### src/rtl/key_expand_ctrl.sv
// key_expand_ctrl: sequential AES-128 key schedule sharing one external byte S-box
//
// Ports:
//   clk, rst_n        clock, asynchronous active-low reset
//   start             start request, sampled only in IDLE
//   key_in[127:0]     cipher key, [127:96]=w0 .. [31:0]=w3
//   sbox_in[7:0]      byte presented to the shared combinational S-box
//   sbox_out[7:0]     S-box result for sbox_in in the same cycle
//   busy              high while a schedule runs
//   rk_valid          one-cycle strobe for rk_idx/rk_data
//   rk_idx[3:0]       round index 0..10
//   rk_data[127:0]    round key, same order as key_in
//   done              one-cycle pulse with the round-10 strobe
//   rd_idx[3:0]       (KEY_EXP_STORE_EN) round-key bank read index
//   rd_data[127:0]    (KEY_EXP_STORE_EN) combinational bank read, 0 for rd_idx > 10
//
// Optional feature macro: KEY_EXP_STORE_EN adds an 11 x 128 round-key bank.
module key_expand_ctrl #(
    parameter int NR = 10
) (
    input  logic         clk,
    input  logic         rst_n,
    input  logic         start,
    input  logic [127:0] key_in,
    output logic [7:0]   sbox_in,
    input  logic [7:0]   sbox_out,
    output logic         busy,
    output logic         rk_valid,
    output logic [3:0]   rk_idx,
    output logic [127:0] rk_data,
    output logic         done
`ifdef KEY_EXP_STORE_EN
    ,
    input  logic [3:0]   rd_idx,
    output logic [127:0] rd_data
`endif
);
    typedef enum logic [1:0] {IDLE, SUB, UPD} state_t;
    state_t       state_q;
    logic [127:0] w_q, w_d, rk_data_q;
    logic [31:0]  temp_q, t, w0_d, w1_d, w2_d, w3_d;
    logic [1:0]   k_q;
    logic [7:0]   rcon_q, rcon_d;
    logic [3:0]   rk_idx_q, rk_idx_d;
    logic         busy_q, rk_valid_q, done_q;
`ifdef KEY_EXP_STORE_EN
    logic [127:0] bank_q [0:NR];
`endif
    always_comb begin
        t        = temp_q ^ {rcon_q, 24'h0};
        w0_d     = w_q[127:96] ^ t;
        w1_d     = w_q[95:64] ^ w0_d;
        w2_d     = w_q[63:32] ^ w1_d;
        w3_d     = w_q[31:0] ^ w2_d;
        w_d      = {w0_d, w1_d, w2_d, w3_d};
        rk_idx_d = rk_idx_q + 4'd1;
        rcon_d   = {rcon_q[6:0], 1'b0} ^ (rcon_q[7] ? 8'h1b : 8'h00);
        // RotWord(w3) byte k; held at zero outside SUB so the S-box stays quiet
        sbox_in  = (state_q != SUB) ? 8'h00 :
                   (k_q == 2'd0)    ? w_q[23:16] :
                   (k_q == 2'd1)    ? w_q[15:8] :
                   (k_q == 2'd2)    ? w_q[7:0] : w_q[31:24];
    end
    always_ff @(posedge clk or negedge rst_n) begin
        if (!rst_n) begin
            state_q    <= IDLE;
            w_q        <= '0;
            temp_q     <= '0;
            k_q        <= '0;
            rcon_q     <= 8'h01;
            rk_idx_q   <= '0;
            rk_data_q  <= '0;
            busy_q     <= 1'b0;
            rk_valid_q <= 1'b0;
            done_q     <= 1'b0;
`ifdef KEY_EXP_STORE_EN
            for (int i = 0; i <= NR; i++) bank_q[i] <= '0;
`endif
        end else begin
            rk_valid_q <= 1'b0;
            done_q     <= 1'b0;
            case (state_q)
                IDLE: if (start) begin
                    w_q        <= key_in;
                    rcon_q     <= 8'h01;
                    k_q        <= '0;
                    busy_q     <= 1'b1;
                    rk_valid_q <= 1'b1;
                    rk_idx_q   <= '0;
                    rk_data_q  <= key_in;
                    state_q    <= SUB;
`ifdef KEY_EXP_STORE_EN
                    bank_q[0]  <= key_in;
`endif
                end
                SUB: begin
                    // shifting in four bytes leaves byte 0 in temp[31:24]
                    temp_q  <= {temp_q[23:0], sbox_out};
                    k_q     <= k_q + 2'd1;
                    state_q <= (k_q == 2'd3) ? UPD : SUB;
                end
                UPD: begin
                    w_q        <= w_d;
                    rcon_q     <= rcon_d;
                    rk_valid_q <= 1'b1;
                    rk_idx_q   <= rk_idx_d;
                    rk_data_q  <= w_d;
                    done_q     <= (rk_idx_d == 4'(NR));
                    busy_q     <= (rk_idx_d != 4'(NR));
                    state_q    <= (rk_idx_d == 4'(NR)) ? IDLE : SUB;
`ifdef KEY_EXP_STORE_EN
                    bank_q[rk_idx_d] <= w_d;
`endif
                end
                default: state_q <= IDLE;
            endcase
        end
    end
    assign busy     = busy_q;
    assign rk_valid = rk_valid_q;
    assign rk_idx   = rk_idx_q;
    assign rk_data  = rk_data_q;
    assign done     = done_q;
`ifdef KEY_EXP_STORE_EN
    assign rd_data  = (rd_idx <= 4'(NR)) ? bank_q[rd_idx] : '0;
`endif
endmodule

### config.mk
export PLATFORM = sky130hd
export DESIGN_NAME = key_expand_ctrl
export DESIGN_NICKNAME = d
export VERILOG_FILES = /design/src/rtl/key_expand_ctrl.sv
export SDC_FILE = /design/constraint.sdc
export NUM_CORES = 1
export LEC_CHECK = 0
export CORE_AREA = 2 2 132 134
export CTS_CLUSTER_DIAMETER = 120
export DETAILED_ROUTE_END_ITERATION = 6
export DIE_AREA = 0 0 134 136
export DONT_BUFFER_PORTS = 1
export PLACE_DENSITY = 0.85
export SLEW_MARGIN = 20
export SYNTH_ARGS = -nofsm -noshare
export SYNTH_HDL_FRONTEND = slang
export SYNTH_SLANG_ARGS = --single-unit
### constraint.sdc
create_clock -name clk -period 2.3 [get_ports clk]
set_input_delay 0.575 -clock clk [delete_from_list [all_inputs] [get_ports clk]]
set_output_delay 0.575 -clock clk [all_outputs]
set_load 0.05 [all_outputs]
Word level (Yosys, flattened, before mapping)
Cells that the tools add are included.
{"block": "totals", "inputBits": 139, "reg_bits": 179, "ram_bits": 0, "memories": 0, "latch_bits": 0, "elab_cells": 54, "out_inout_bits": 143, "mem_bits_ro": 0}
{"block": "classes", "multipliers": 0, "n_mux": 22, "n_shift": 0, "div_mod_pow": 0, "order_cmp": 0, "n_reduce_logical": 6, "eq_ne": 9, "add_sub_neg": 2, "bitwise_logic": 6}
{"op": "$pmux W128 S2", "count": 1}
{"op": "$xor A32 B32 Y32", "count": 5}
{"op": "$mux W128", "count": 1}
{"op": "$mux W8", "count": 5}
{"op": "$pmux W8 S2", "count": 1}
{"op": "$pmux W4 S2", "count": 1}
{"op": "$xor A8 B5 Y8", "count": 1}
{"op": "$eq A2 B2 Y1 const B", "count": 3}
{"op": "$mux W2", "count": 3}
{"op": "$pmux W2 S3", "count": 1}
{"op": "$mux W5", "count": 1}
{"op": "$add A4 B1 Y4 const B", "count": 1}
{"op": "$eq A2 B1 Y1 const B", "count": 2}
{"op": "$eq A4 B4 Y1 const B", "count": 1}
{"op": "$logic_not A2 Y1", "count": 2}
{"op": "$mux W1", "count": 4}
{"op": "$mux W4", "count": 1}
{"op": "$ne A4 B4 Y1 const B", "count": 1}
{"op": "$pmux W1 S2", "count": 2}
{"op": "$pmux W2 S2", "count": 1}
{"op": "$reduce_and A2 Y1", "count": 2}
{"op": "$reduce_bool A2 Y1", "count": 2}
{"op": "$add A2 B1 Y2 const B", "count": 1}
{"op": "$ne A2 B1 Y1 const B", "count": 1}
{"op": "$ne A2 B2 Y1 const B", "count": 1}

Depth between registers and ports, before layout
{"block": "depth", "depth_word": 6, "mapped_depth": 7, "mapped_depth_nobuf": 6}

Worst setup path before layout
No wires, ideal clock.
{"block": "synth_timing", "path_type": "flip-flop to output port", "from": "reg k_q[0]", "to": "out sbox_in[0]", "required_time_ns": 1.725, "t_arrival_ns": 1.999, "path_stages_with_launch": 8, "n_path_buf": 1, "path_slack_ns": -0.274, "cell_sequence": "dfrtp_1 inv_1 ha_1 clkbuf_1 mux2i_1 o21ai_0 mux2i_1 nor2_1"}
{"block": "synth_between", "elab_chain_cells": 5, "elab_cells_between_ends": 7, "classes_between": "2 x eq/ne; 4 x mux; 1 x reduce/logical"}
{"item": "start: declaration", "line": "42", "source": "logic [1:0] k_q;"}
{"item": "start signal: assignment", "line": "99", "source": "k_q <= k_q + 2'd1;"}
{"item": "$eq A2 B2 Y1", "line": "62", "source": "(k_q == 2'd2) ? w_q[7:0] : w_q[31:24];"}
{"item": "$mux W8", "line": "62"}
{"item": "$mux W8", "line": "61", "source": "(k_q == 2'd1) ? w_q[15:8] :"}
{"item": "$mux W8 *", "line": "60", "source": "(k_q == 2'd0) ? w_q[23:16] :"}
{"item": "$mux W8 *", "line": "59", "source": "sbox_in = (state_q != SUB) ? 8'h00 :"}
{"item": "end: declaration", "line": "25", "source": "output logic [7:0] sbox_in,"}
Mark *: on every way between the ends. The rest lies on a longest branch, timed or not.

Worst setup path after layout
{"block": "layout_timing", "from": "reg k_q[0]", "to": "out sbox_in[5]"}
Same word-level chain as after synthesis.

==> results.cfg <==
[floorplan]
width_of_the_chip_um = 134
design.portCount = 282
starting_density_of_the_core = 0.6342
die_boundary_height_um = 136
design.die.area_um2 = 18220
fp-row-count = 48
core_um2 = 16880

[status]
failed_checks = negative hold slack, negative setup slack
outcome = finished, violations left

[place]
finalWeightedCongestion = 0.9636
placement.cell_area_um2 = 11780
detailed_placement_hpwl_um = 23590
numPlacedInstances = 1428
buffer_ports.inserted = 0
dpl_worst_slack_ps = 20.49

[grt]
grtUsageMet1 = 0.4510
grt_antenna_before_repair = 0
grt.met3_usage = 0.1219
grt_pass1_vias = 9037
global_route_wire_length_before_repair_um = 50640
grt_util_all_layers = 0.3662
grt_max_degree = 180
busiest_layer = met2
overflow = 0
groute.layer.met2.usage = 0.5977

[logic_synthesis]
yosys-top-cells-count = sky130_fd_sc_hd__dfrtp_1 (178), sky130_fd_sc_hd__nand2_1 (144), sky130_fd_sc_hd__a21oi_1 (96)
syn-instance-count = 1152
synth.net_count = 1297
ys_seq_area_frac = 0.4186
synth.yosys.warnings = 0
post_synth_main_area_contributors = sky130_fd_sc_hd__dfrtp_1 (42%), sky130_fd_sc_hd__xnor3_1 (5.5%), sky130_fd_sc_hd__nand2_1 (5.1%)
syn-cell-area_um2 = 10700
async_flop_share = 1.000
synth_area_per_cell_um2 = 9.291
synth_top_area_frac = 0.4162
synth_cell_types = 42
synth-main-ff-cell = sky130_fd_sc_hd__dfrtp_1
yosys.cell_count.top_type = sky130_fd_sc_hd__dfrtp_1
synthDominantAreaCellType = sky130_fd_sc_hd__dfrtp_1
postSynthRegisterBits = 179
number_of_flops_mapped_to_enable_cells_by_yosys = 0

[sta]
fin_worst_hold_slack_ps = -172.5
timing_worst_slew_pin_value_ps = 728.6
slew_headroom = 0.5138
period_needed_ps = 2508
finalSetupViolations = 8
setup_repair_after_global_routing_missed_its_margin = yes
fin_worst_skew_ps = 11.21
final_report_max_slew_violation_count = 0
max_freq_mhz = 398.7
min_period_over_period = 1.090
worst_slack_ps = -208.1
final-hold-violation-count = 178

[finish]
stdcell_count = 1466
multi_input_combinational_cell_area_um2 = 5749
nets = 1373
ff_latch_area_um2 = 4489
fraction_of_final_layout_cells_sized_beyond_drive_strength_1 = 0.1781
area_delta_synth_final_pct = 16.71
final_cell_area_um2 = 12490
n_antenna_cell = 0
num-fill-cells = 1192

[clock_network]
clockBufferDepth = 2
number_of_buffers_created_by_cts = 17
clock_latency_ps = 440
root_buffer = sky130_fd_sc_hd__clkbuf_16
clk_pin_slew_worst_paths_ps = 70
htreeDepth = 4
cts_tree = yes
cts_sinks = 179

[route]
post_drt_via_cell_ratio = 6.451
route.vias.total = 9457
drt_iter0_markers = 950
firstDrtPassIters = 5
wirelength_um = 33950
remaining_drc_errors = 0
antenna_left = 0
routedWlPerCell_um = 23.16

[critical_path]
crit_path_end_kind = output pin
cp_max_fo = 8
required_ps = 1730
critPathKind = register to output pin
worstPathArrival_ps = 1930
start_kind = register

[worst_hold_path]
min-delay-path-class = input port to asynchronous set/reset pin

[run]
maxCapViolations = 0
area by class of cell:
cell class,count,area share
Inverter,69,0.02074
Sequential cell,179,0.3594
Tap cell,225,0.02254
Multi-Input combinational cell,818,0.4603
Clock buffer,18,0.03436
Timing Repair Buffer,143,0.09055
Clock inverter,14,0.01212
cells in the final DEF, fill, tap and decap left out, types with 5 or more instances in the layout:
cell | Yosys | final
sky130_fd_sc_hd__inv_1 | 69 | 68
sky130_fd_sc_hd__and3_1 | 22 | 22
sky130_fd_sc_hd__or3_1 | 8 | 8
sky130_fd_sc_hd__clkbuf_16 | 0 | 17
sky130_fd_sc_hd__xor2_1 | 7 | 7
sky130_fd_sc_hd__nand3_1 | 19 | 19
sky130_fd_sc_hd__a22o_1 | 5 | 5
sky130_fd_sc_hd__nand3b_1 | 8 | 8
sky130_fd_sc_hd__nor3_1 | 9 | 9
sky130_fd_sc_hd__a221o_1 | 22 | 22
sky130_fd_sc_hd__a31oi_1 | 32 | 32
sky130_fd_sc_hd__nand2_1 | 144 | 144
sky130_fd_sc_hd__xnor3_1 | 26 | 26
sky130_fd_sc_hd__a311oi_1 | 8 | 8
sky130_fd_sc_hd__nor2b_1 | 23 | 19
sky130_fd_sc_hd__a32oi_1 | 10 | 10
sky130_fd_sc_hd__a21oi_1 | 96 | 96
sky130_fd_sc_hd__o22ai_1 | 32 | 32
sky130_fd_sc_hd__o21ai_0 | 72 | 64
sky130_fd_sc_hd__dfrtp_1 | 178 | 175
sky130_fd_sc_hd__xnor2_1 | 59 | 59
sky130_fd_sc_hd__o22a_1 | 59 | 59
sky130_fd_sc_hd__nor2_4 | 0 | 9
sky130_fd_sc_hd__nor2_1 | 74 | 64
sky130_fd_sc_hd__mux2i_1 | 16 | 13
sky130_fd_sc_hd__and3b_1 | 8 | 8
sky130_fd_sc_hd__nor3b_1 | 28 | 28
sky130_fd_sc_hd__buf_4 | 0 | 137
per-layer routing:
metal  vias up  wire (um)  part of all wire
met4         0       1394             0.041
met3       101       3540              0.10
met5         -          0                 0
met2       566      16420              0.48
li1       4202          -                 -
met1      4588      12590              0.37
logic make-up (layout without fill, tap and decap cells):
family | after synthesis | in the layout | share of synthesized area
flops | 179 | 179 | 0.4186
xor+xnor | 108 | 108 | 0.1401
compound gates | 339 | 339 | 0.2059
buf+inv | 155 | 244 | 0.05740
simple gates | 349 | 349 | 0.1561
mux | 16 | 16 | 0.01496
fa+ha+maj | 6 | 6 | 0.007014
metrics by stage:
| stage | util | setup TNS (ps) | hold WS, ps |
|---|---|---|---|
| final | 0.7401 | -1374 | -172.5 |
| after global routing | 0.7401 | -1750 | -193.5 |
| after CTS | 0.7355 | -770.5 | -183.5 |
| after detailed placement | 0.6982 | 0 | 283.3 |
| after global placement | 0.6982 | 0 | 284.8 |
| after floorplan | - | 0 | 279.4 |
critical path: stages (launching register included):
cell	delay, ps
sky130_fd_sc_hd__dfrtp_2	410
sky130_fd_sc_hd__buf_4	160
sky130_fd_sc_hd__ha_4	170
sky130_fd_sc_hd__buf_6	140
sky130_fd_sc_hd__o21ai_2	170
sky130_fd_sc_hd__mux2i_2	120
sky130_fd_sc_hd__nor2_4	320
state kept, by name (all words and copies together), names as in the netlist:
| name | count |
|---|---|
| rcon_q | 8 |
| rk_data | 128 |
| rk_idx | 4 |
| busy | 1 |
| done | 1 |
| state_q | 2 |
| rk_valid | 1 |
| temp_q | 32 |
| k_q | 2 |
worst paths after layout:
| path | startpoint | endpoint | slack (ps) | depth (start not counted) |
|---|---|---|---|---|
| worst max register to register | temp_q[19] | rk_data[19] | 220 | 5 |
| worst min-delay path | rst_n | rk_valid | -170 | 0 |
| worst max-delay path | k_q[0] | sbox_in[5] | -210 | 6 |
| worst min register to register | temp_q[31] | temp_q[31] | 500 | 2 |
| max in group asynchronous | rst_n | rk_data[66] | 2250 | 0 |
| min in group clk | sbox_out[5] | temp_q[5] | 250 | 2 |
what timing repair did:
| action | 4_1_cts | 5_1_grt |
|---|---|---|
| endpoints found under the setup margin | 8 | 8 |
| hold endpoints to repair | 179 | 179 |
| pin swaps | 2 | 12 |
| buffers inserted | 2 | 4 |
| resized for setup | 10 | 17 |
Power is left out: the tool's default activity adds up to more than one toggle a clock period on the data nets, which glitch-free logic cannot reach.
